<file path="src/rtl/ii_frame_ctrl.sv">
// ii_frame_ctrl: admits one pixel frame at a time into the integral-image generator,
// tags row/frame ends from local counters and waits for both output streams to finish.
module ii_frame_ctrl #(
   parameter int W_DATA = 8,
   parameter int IMG_W  = 320,
   parameter int IMG_H  = 240,
   parameter int W_FCNT = 16
) (
   input  logic              clk,
   input  logic              rst,
   input  logic              start,
   output logic              busy,
   output logic              frame_done,
   output logic [W_FCNT-1:0] frame_cnt,
   input  logic              pix_valid,
   output logic              pix_ready,
   input  logic [W_DATA-1:0] pix_data,
   output logic              gen_valid,
   input  logic              gen_ready,
   output logic [W_DATA-1:0] gen_data,
   output logic [1:0]        gen_eot,
   input  logic              ii_mon_valid,
   input  logic              ii_mon_ready,
   input  logic [1:0]        ii_mon_eot,
   input  logic              sii_mon_valid,
   input  logic              sii_mon_ready,
   input  logic [1:0]        sii_mon_eot
);
   localparam int W_COL = $clog2(IMG_W);
   localparam int W_ROW = $clog2(IMG_H);

   typedef enum logic [1:0] {S_IDLE, S_STREAM, S_DRAIN} state_t;

   state_t            r_state, w_next;
   logic [W_COL-1:0]  r_col;
   logic [W_ROW-1:0]  r_row;
   logic              r_ii_done, r_sii_done, r_frame_done;
   logic [W_FCNT-1:0] r_frame_cnt;
   logic              w_beat, w_col_last, w_row_last, w_launch;
   logic              w_ii_hit, w_sii_hit, w_finish;

   assign w_col_last = (r_col == W_COL'(IMG_W - 1));
   assign w_row_last = (r_row == W_ROW'(IMG_H - 1));
   assign w_beat     = gen_valid && gen_ready;
   assign w_launch   = (r_state == S_IDLE) && start;
   assign w_ii_hit   = ii_mon_valid && ii_mon_ready && (ii_mon_eot == 2'b11);
   assign w_sii_hit  = sii_mon_valid && sii_mon_ready && (sii_mon_eot == 2'b11);
   // A handshake landing in the same cycle counts as already done.
   assign w_finish   = (r_state == S_DRAIN) && (r_ii_done || w_ii_hit) && (r_sii_done || w_sii_hit);

   always_ff @(posedge clk)
      if (!rst) r_state <= S_IDLE;
      else      r_state <= w_next;

   always_comb begin
      w_next = r_state;
      case (r_state)
         S_IDLE:   w_next = start ? S_STREAM : S_IDLE;
         S_STREAM: w_next = (w_beat && gen_eot == 2'b11) ? S_DRAIN : S_STREAM;
         S_DRAIN:  w_next = w_finish ? S_IDLE : S_DRAIN;
         default:  w_next = S_IDLE;
      endcase
   end

   always_comb begin
      busy       = (r_state != S_IDLE);
      gen_valid  = (r_state == S_STREAM) && pix_valid;
      pix_ready  = (r_state == S_STREAM) && gen_ready;
      gen_data   = pix_data;
      gen_eot[0] = w_col_last;
      gen_eot[1] = w_col_last && w_row_last;
      frame_done = r_frame_done;
      frame_cnt  = r_frame_cnt;
   end

   always_ff @(posedge clk)
      if (!rst) begin
         r_col <= '0;
         r_row <= '0;
      end else if (w_launch) begin
         r_col <= '0;
         r_row <= '0;
      end else if (w_beat) begin
         r_col <= w_col_last ? '0 : r_col + 1'b1;
         if (w_col_last) r_row <= w_row_last ? '0 : r_row + 1'b1;
      end

   always_ff @(posedge clk)
      if (!rst) begin
         r_ii_done  <= 1'b0;
         r_sii_done <= 1'b0;
      end else if (w_launch) begin
         r_ii_done  <= 1'b0;
         r_sii_done <= 1'b0;
      end else if (r_state != S_IDLE) begin
         if (w_ii_hit)  r_ii_done  <= 1'b1;
         if (w_sii_hit) r_sii_done <= 1'b1;
      end

   always_ff @(posedge clk)
      if (!rst) begin
         r_frame_done <= 1'b0;
         r_frame_cnt  <= '0;
      end else begin
         r_frame_done <= w_finish;
         if (w_finish) r_frame_cnt <= r_frame_cnt + 1'b1;
      end
endmodule

</file>
<file path="config.mk">
export PLATFORM = sky130hd
export DESIGN_NAME = ii_frame_ctrl
export DESIGN_NICKNAME = d
export VERILOG_FILES = /design/src/rtl/ii_frame_ctrl.sv
export SDC_FILE = /design/constraint.sdc
export NUM_CORES = 1
export LEC_CHECK = 0
export ABC_AREA = 1
export BUFFER_PORTS_ARGS = -buffer_cell sky130_fd_sc_hd__buf_2
export CORE_MARGIN = 1.5
export CORE_UTILIZATION = 48
export CTS_CLUSTER_DIAMETER = 200
export DETAILED_ROUTE_END_ITERATION = 10
export PLACE_DENSITY = 0.81
export SLEW_MARGIN = 10
export SYNTH_ARGS = -nofsm -noshare
export SYNTH_HDL_FRONTEND = slang
export SYNTH_SLANG_ARGS = --single-unit
</file>
<file path="constraint.sdc">
create_clock -name clk -period 1.5 [get_ports clk]
set_input_delay 0.225 -clock clk [delete_from_list [all_inputs] [get_ports clk]]
set_output_delay 0.225 -clock clk [all_outputs]
set_load 0.03 [all_outputs]
</file>
; ---- After elaboration in Yosys (flattened, before gate mapping)
; Index checks and enable logic that the tools add are counted.
; W data, S select, Z words.
[totals]
ff_bits = 38
latch_bits = 0
ram_bits = 0
mem_bits_ro = 0
input_bits = 21
word_cells = 44
n_memories = 0
[op_classes]
add_sub_neg = 3
multipliers = 0
n_div = 0
order_cmp = 0
n_eq_ne = 7
n_shift = 0
muxes = 6
bitwise = 1
n_reduce_logical = 20
[ops]
columns = op, n
row1 = $add A16 B1 Y16 const B, 1
row2 = $logic_and A1 B1 Y1, 12
row3 = $add A9 B1 Y9 const B, 1
row4 = $eq A9 B9 Y1 const B, 1
row5 = $mux W9, 1
row6 = $add A8 B1 Y8 const B, 1
row7 = $eq A2 B2 Y1 const B, 4
row8 = $eq A8 B8 Y1 const B, 1
row9 = $mux W8, 1
row10 = $pmux W2 S3, 1
row11 = $reduce_and A2 Y1, 3
row12 = $mux W2, 2
row13 = $eq A2 B1 Y1 const B, 1
row14 = $logic_not A2 Y1, 1
row15 = $logic_or A1 B1 Y1, 2
row16 = $reduce_bool A2 Y1, 1
row17 = $reduce_or A2 Y1, 1
row18 = $mux W1, 1
row19 = $not A1 Y1, 1

; ---- Logic depth before layout (Yosys ltp)
; Gate-level depths: netlist of the first run.
[logic_depth]
word_depth = 7
ltp_mapped = 11
depth_no_buf = 11

; ---- Worst setup path after synthesis of the first run
; OpenSTA, ideal clock, no wires.
[synth_path]
kind = reg-to-output
from = register r_row[0]
to = output port gen_eot[1]
t_arrival_ns = 1.497
required_time_ns = 1.275
slack_ns = -0.222
stages_incl_launch_ff = 6
n_path_buf = 0
cell_sequence = dfxtp_1 > ha_1 > nand2_1 > nor2_1 > nand2_1 > nor3_1
[synth_via]
elab_chain_cells = 2
[synth_lines]
columns = item, line_no
row1 = from (decl), 36  ; logic [W_ROW-1:0] r_row;
row2 = from (signal assigned), 85  ; if (w_col_last) r_row <= w_row_last ? '0 : r_row + 1'b1;
row3 = $eq A8 B8 Y1, 43  ; assign w_row_last = (r_row == W_ROW'(IMG_H - 1));
row4 = $logic_and A1 B1 Y1, 71  ; gen_eot[1] = w_col_last && w_row_last;
row5 = to (decl), 21  ; output logic [1:0] gen_eot,
; No other way between the ends.

; ---- Worst setup path in the final report of the first run
[layout_path]
from = register r_col[1]
to = output port gen_eot[0]
[layout_via]
elab_chain_cells = 1
[layout_lines]
columns = item, line_no
row1 = from (decl), 35  ; logic [W_COL-1:0] r_col;
row2 = from (signal assigned), 84  ; r_col <= w_col_last ? '0 : r_col + 1'b1;
row3 = $eq A9 B9 Y1, 42  ; assign w_col_last = (r_col == W_COL'(IMG_W - 1));
; No other way between the ends.

==> metrics.md, run 1 <==
| Metric | Value |
|---|---|
| Standard-cell rows | 23 |
| CTS tree | done |
| Synthesized area | 0.00212 sq mm |
| Startpoint Class | flip-flop |
| Gate Count Post-Synth | 329 |
| Clk slew on worst S/H paths | 0.07 ns |
| Area leader, netlist | dfxtp_1 |
| Crit path max fanout | 3 |
| Worst r2r path cells | 11 |
| Register bit total from synthesis | 38 |
| Layout cell share with drive strength beyond 1 | 26.6% |
| Part of the Yosys area used for sequential elements | 35.9% |
| Initial antenna violation count | 0 |
| CTS root buf | clkbuf_8 |
| Fin. Hold Viols | 0 |
| DRC Markers | 0 |
| Port bufs | 34 |
| Routed WL per cell | 12.2 microns |
| Total wire length | 5.21 mm |
| Fill count | 341 |
| Via count | 2,198 |
| FF-to-FF Start | r_col[1] |
| CTS sink cnt | 38 |
| Post-Syn Nets | 353 |
| Arr. time, crit path | 1.35 ns |
| Die height | 69.4 microns |
| MaxCap Viol Count | 0 |
| Syn_area_per_cell | 6.44 sq um |
| Final period util | 105% |
| Longest Clk Path Bufs | 2 |
| Inserted Clock Buffers | 5 |
| Reg2reg setup slack | -0.01 ns |
| # IOs | 51 |
| P&R area growth vs syn | 25.3% |
| Initial Util | 51.5% |
| Design Area, Final | 0.00265 sq mm |
| Worst setup EP type | output port |
| Unrepaired setup endpoints after global routing | true |
| Critical path origin | r_col[1] |
| Top post-synthesis cells by area | dfxtp_1 36%, nand2_1 16%, nor2_1 10% |
| Final setup viols | 6 |
| Fin nets | 399 |
| Iteration count of the initial detailed-routing pass | 6 |
| Die Area | 0.00482 sq mm |
| Largest net degree at the start of global routing | 19 |
| Hold path start | start |
| Vias in the first global route | 1,932 |
| First-pass GRT wire length | 8.48 mm |
| Synth top area share | 35.9% |
| Max Clock Freq | 635 MHz |
| Tot GR Track Use | 21.4% |
| Hold path endpoint | r_state[0] |
| Pre-CTS WS | -0.00360 ns |
| Power per standard cell area | 740 mW/mm^2 |
| Core footprint | 0.00412 sq mm |
| Final worst path period need | 1.57 ns |
| Worst-Margin Slew | 0.401 ns |
| CP Class | flip-flop to output port |
| Max-slew violation count | 0 |
| Worst min path class | input port to flip-flop |
| Failing checks | negative setup slack |
| Hpwl dp | 3.47 mm |
| H-tree Lvls | 2 |
| Worst R2R End | r_row[1] |
| Hold-fix buffers, CTS | 0 |
| YS warnings | 0 |
| Avg Vias per Cell | 5.16 |
| DP Area | 0.00234 sq mm |
| DRT iter0 DRCs | 136 |
| Leakage Power | 1.11 nW |
| Clock latency on the worst-skew pair | 0.30 ns |
| Hold Crit Depth | 3 |
| DIE WIDTH | 69.4 microns |
| Clk_skew | 0.0130 ns |
| Grt ovf | 0 |
| Rel. slew slack | 73.3% |
| Result of the run | finished, violations left |
| Max VDD drop | 0.330 mV |
| GP Congestion | 0.853 |
| Post-synth cell types | 28 |
| Ant diodes | 0 |
| ANT nets after route | 0 |
| Critical Path RT | 1.27 ns |
| Final WS setup | -0.0742 ns |
area by class of cell:
cell class                      count  area (sq um)  area share, %
Tap cell                           50          62.6           2.36
Clock buffer                        8           110           4.15
Multi-Input combinational cell    242          1240           46.9
Inverter                           36           139           5.23
Timing Repair Buffer               52           327           12.3
Sequential cell                    38           771           29.0
how the worst max path moves through the flow:
stage                 end  slack [ns]  cells after the start
3_5_place_dp     r_row[1]      -0.004                     10
4_1_cts        gen_eot[1]       -0.14                      6
2_1_floorplan  gen_eot[1]        0.02                      5
5_1_grt        gen_eot[1]       -0.18                      6
3_3_place_gp   gen_eot[1]        0.07                      6
6_report       gen_eot[0]       -0.07                      6
Yosys cell counts:
master and count:
nor4_1 1, nor2_4 2, nor2_1 59, buf_6 1, o21ai_0 6, nand3_2 1
xnor2_1 3, nand2_2 2, nand3b_1 1, xor2_1 5, ha_1 3, o21ai_1 1
nand2_1 93, dfxtp_1 38, nor3_1 7, buf_4 9, a21oi_1 23, and3_1 1
inv_2 2, nor2_2 1, clkbuf_1 3, nand3_1 22, inv_1 33, nand2_4 1
o21bai_1 1, clkinv_2 1, nand3_4 1, nand4_1 8
metrics by stage:
| step | TNS (ns) | hold WS [ns] | power, mW | util (%) | instances |
|---|---|---|---|---|---|
| after CTS | -0.251 | 0.223 | 1.97 | 62.4 | 423 |
| after global routing | -1.40 | 0.247 | 2.03 | 64.5 | 426 |
| after global placement | 0 | 0.450 | 1.13 | 56.9 | 410 |
| after floorplan | 0 | 0.413 | 1.14 | - | 329 |
| final | -0.164 | 0.231 | 1.96 | 64.5 | 426 |
| after detailed placement | -0.00360 | 0.450 | 1.13 | 56.9 | 410 |
power by group:
| part | internal, mW | switching [mW] | total, mW |
|---|---|---|---|
| sequential | 1.01 | 0.00365 | 1.01 |
| clock | 0.464 | 0.374 | 0.838 |
| combinational | 0.0433 | 0.0695 | 0.113 |
| total | 1.52 | 0.447 | 1.96 |
worst max-delay path, cell delays in order, from the launching register on:
cell and delay [ns]:
dfxtp_2 0.36, ha_4 0.15, nand2_4 0.06, nor2_4 0.08, nand2_2 0.07, nor2_1 0.15
buf_4 0.19
cell usage in the layout, fill, tap and decap left out, types with 6 or more instances in the layout:
cell,synthesis,final
a21oi_1,23,22
buf_2,0,32
buf_4,9,18
clkbuf_8,0,8
dfxtp_1,38,32
inv_1,33,31
nand2_1,93,86
nand2_2,2,6
nand3_1,22,20
nand4_1,8,8
nor2_1,59,55
flip-flops by register name (all words and copies together), names as in the netlist:
name and flops:
r_col 9, frame_cnt 16, r_ii_done 1, r_state 2, r_row 8, frame_done 1
r_sii_done 1
cell families (layout without fill, tap and decap cells):
kind of cell             Yosys count  after routing  share of synthesized area [%]
AND/OR/NAND/NOR                  200            200                           40.9
buffers and inverters             49             96                           10.7
flip-flops                        38             38                           35.9
AO/OA/AOI/OAI                     31             31                           7.44
XOR/XNOR                           8              8                           3.31
adder cells (fa/ha/maj)            3              3                           1.77
layer usage:
metal	global-route usage (%)	wire length (microns)	vias up
met5	0	0	-
met4	9.59	125	0
met3	5.67	284	16
met2	34.0	2460	65
met1	27.3	2340	990
li1	-	-	1127
what timing repair did:
action,in CTS,in global routing
resized for setup,18,23
buffers inserted,5,3
pin swaps,6,14
setup endpoints to repair,3,21
(Power assumes the default switching activity.)
==> run 2: changes to the inputs <==
--- a/config.mk
+++ b/config.mk
@@ -7,11 +7,13 @@
 export LEC_CHECK = 0
 export ABC_AREA = 1
 export BUFFER_PORTS_ARGS = -buffer_cell sky130_fd_sc_hd__buf_2
+export CELL_PAD_IN_SITES_DETAIL_PLACEMENT = 2
+export CELL_PAD_IN_SITES_GLOBAL_PLACEMENT = 2
 export CORE_MARGIN = 1.5
-export CORE_UTILIZATION = 48
+export CORE_UTILIZATION = 25
 export CTS_CLUSTER_DIAMETER = 200
 export DETAILED_ROUTE_END_ITERATION = 10
-export PLACE_DENSITY = 0.81
+export PLACE_DENSITY = 0.8
 export SLEW_MARGIN = 10
 export SYNTH_ARGS = -nofsm -noshare
 export SYNTH_HDL_FRONTEND = slang
==> run 2 against run 1 <==
Effect of this change: the run still ends with negative setup slack left; global-route usage decreased by 2.9 points; non-clock buffer count increased by 12; largest power group is now clock; fmax decreased by 7.3%; clock-buffer cell count decreased by 2; combinational power increased by 7%; critical path depth decreased by 1; largest cell class unchanged; core utilization decreased by 29 points; clock power increased by 36%; die area increased by 87%; register-to-register slack got worse by 0.19 ns; routed wire length increased by 57%.
==> metrics.md, run 2 (same netlist as run 1, synthesis figures left out) <==
| Metric | Value |
|---|---|
| Result of the run | finished, violations left |
| Failing checks | negative setup slack |
| Clock group share of total power | 50.0% (+7.3 points) |
| Critical-path cell list | inv_1 > nor2_4 > nand2_4 > nor3_4 > buf_6 |
| Logic pwr share | 5.3% (-0.4 points) |
| Ant diodes | 0 (unchanged) |
| Commonest non-fill, non-tap cell in the layout | nand2_1 |
| CP max stage delay | 0.42 ns (+0.06 ns) |
| Design Area, Final | 0.00291 sq mm (+9.7%) |
| Internal Power | 1.76 mW (+16%) |
| Power per standard cell area | 781 mW/mm^2 (+5.5%) |
| Max-slew violation count | 0 (unchanged) |
| Rel. slew slack | 65.0% (-8.2 points) |
| Standard-cell rows | 33 (+43%) |
| First-pass GRT wire length | 12.8 mm (+51%) |
| P&R area growth vs syn | 37.4% |
| Final worst path period need | 1.70 ns (+0.124 ns) |
| Fin. Hold Viols | 0 (unchanged) |
| Via count | 2,350 (+6.9%) |
| Largest net degree at the start of global routing | 19 (unchanged) |
| Total wire length | 8.16 mm (+57%) |
| Worst min path class | input port to flip-flop |
| GP Congestion | 0.820 (-3.9%) |
| Hold Crit Depth | 3 (unchanged) |
| Die Area | 0.00903 sq mm (+87%) |
| Stages on the worst setup path | 5 (-1) |
| WP buf/inv | 2 (+1) |
| Layout cell share with drive strength beyond 1 | 32.5% (+5.9 points) |
| Clk slew on worst S/H paths | 0.09 ns (+0.02 ns) |
| Critical Path RT | 1.27 ns (about the same) |
| Unrepaired setup endpoints after global routing | true |
| Inserted Clock Buffers | 5 (unchanged) |
| DP Area | 0.00247 sq mm (+5.5%) |
| CTS sink cnt | 38 (unchanged) |
| Fin nets | 411 (+3.0%) |
| Initial antenna violation count | 0 (unchanged) |
| H-tree Lvls | 2 (unchanged) |
| Longest Clk Path Bufs | 2 (unchanged) |
| Fill count | 1,005 (+190%) |
| Worst setup EP type | output port |
| Die height | 95.1 microns (+37%) |
| # IOs | 51 (unchanged) |
| Leakage Power | 1.25 nW (+13%) |
| Switching power | 0.510 mW (+14%) |
| Clk_skew | 0.00634 ns (-0.00666 ns) |
| Commonest non-fill, non-tap cells in the layout | 83 x nand2_1, 47 x nor2_1, 32 x buf_2, 31 x inv_1, 29 x dfxtp_1 |
| Hold slack | 0.240 ns (+0.00896 ns) |
| Core footprint | 0.00822 sq mm (+100%) |
| Avg Vias per Cell | 4.77 (-7.6%) |
| Initial Util | 25.8% (-26 points) |
| Iteration count of the initial detailed-routing pass | 4 (-2) |
| CP Class | flip-flop to output port |
| Slowest cell on crit path | dfxtp_1 |
| Fin util | 35.4% (-29 points) |
| Routed WL per cell | 16.5 microns (+35%) |
| ANT nets after route | 0 (unchanged) |
| Max Clock Freq | 589 MHz (-7.3%) |
| Port bufs | 34 (unchanged) |
| Worst-Margin Slew | 0.524 ns (+0.123 ns) |
| Max VDD drop | 0.293 mV (-11%) |
| MaxCap Viol Count | 0 (unchanged) |
| Hold-fix buffers, CTS | 0 (unchanged) |
| Arr. time, crit path | 1.47 ns (+0.12 ns) |
| DRT iter0 DRCs | 57 (-58%) |
| Final WS setup | -0.198 ns (-0.124 ns) |
| Hpwl dp | 5.64 mm (+62%) |
| Largest register FFs | 16 (unchanged) |
| CTS root buf | clkbuf_8 |
| DRC Markers | 0 (unchanged) |
| CTS tree | done |
| Tot GR Track Use | 18.6% (-2.9 points) |
| Grt ovf | 0 (unchanged) |
| DIE WIDTH | 95.1 microns (+37%) |
| Final period util | 113% (+8.3 points) |
| Seq pwr share | 44.7% (-6.9 points) |
| Clock latency on the worst-skew pair | 0.30 ns (about the same) |
| Final setup viols | 13 (+7) |
| Startpoint Class | flip-flop |
| Top Family by Delay on Critical Path | simple AND/OR/NAND/NOR gates |
| Sw Share | 22.4% (-0.31 points) |
| Crit path max fanout | 4 (+1) |
| Worst r2r path cells | 7 (-4) |
| Vias in the first global route | 2,580 (+34%) |
-- run 2: worst paths after layout --
| kind | endpoint | start | slack [ns] |
|---|---|---|---|
| max reg2reg | r_row[7] | r_col[5] | -0.20 |
| min | r_state[0] | start | 0.24 |
| max | gen_eot[1] | r_col[5] | -0.20 |
| min reg2reg | frame_cnt[15] | frame_cnt[15] | 0.51 |
-- run 2: final cells by class --
type | count | area (sq um) | share of cell area (%)
Timing Repair Buffer | 64 | 419 | 14.4
Clock buffer | 6 | 82.6 | 2.84
Tap cell | 105 | 131 | 4.51
Multi-Input combinational cell | 242 | 1300 | 44.7
Clock inverter | 2 | 60.1 | 2.06
Sequential cell | 38 | 772 | 26.5
Inverter | 36 | 145 | 4.98
-- run 2: layer usage --
metal	part of all wire, %	routed length (microns)	global-route usage, %	up-vias
li1	-	-	-	1143
met4	0.91	74	4.23	0
met3	2.2	177	2.87	8
met5	0	0	0	-
met2	57	4640	38.0	31
met1	40	3260	19.3	1168
-- run 2: timing repair --
action,in CTS,in global routing
setup endpoints to repair,17,23
gates resized for setup,32,34
setup buffers,12,0
pin swaps,11,9
-- run 2: worst reg2reg max path, delay by kind of cell (launching register included) --
kind | cells | cell delay [ns]
DFF | 1 | 0.42
and+or+nand+nor | 7 | 1.17
-- run 2: power by group through the flow --
stage / Sequential, mW / Combinational [mW] / Clock [mW]
after floorplan: 1.04 / 0.100 / 0
after global placement: 1.04 / 0.106 / 0
after detailed placement: 1.04 / 0.112 / 0
after CTS: 1.02 / 0.115 / 1.16
after global routing: 1.02 / 0.133 / 1.19
final: 1.02 / 0.121 / 1.14
-- run 2: per-stage QoR --
step                worst slack (ns)  power (mW)  setup TNS, ns  cells
detailed placement           -0.0339        1.15         -0.194    473
global route                  -0.273        2.34          -2.21    493
floorplan                     0.0205        1.14              0    329
CTS                           -0.207        2.29         -0.383    493
global placement              0.0456        1.14              0    473
finish                        -0.198        2.27          -1.16    493
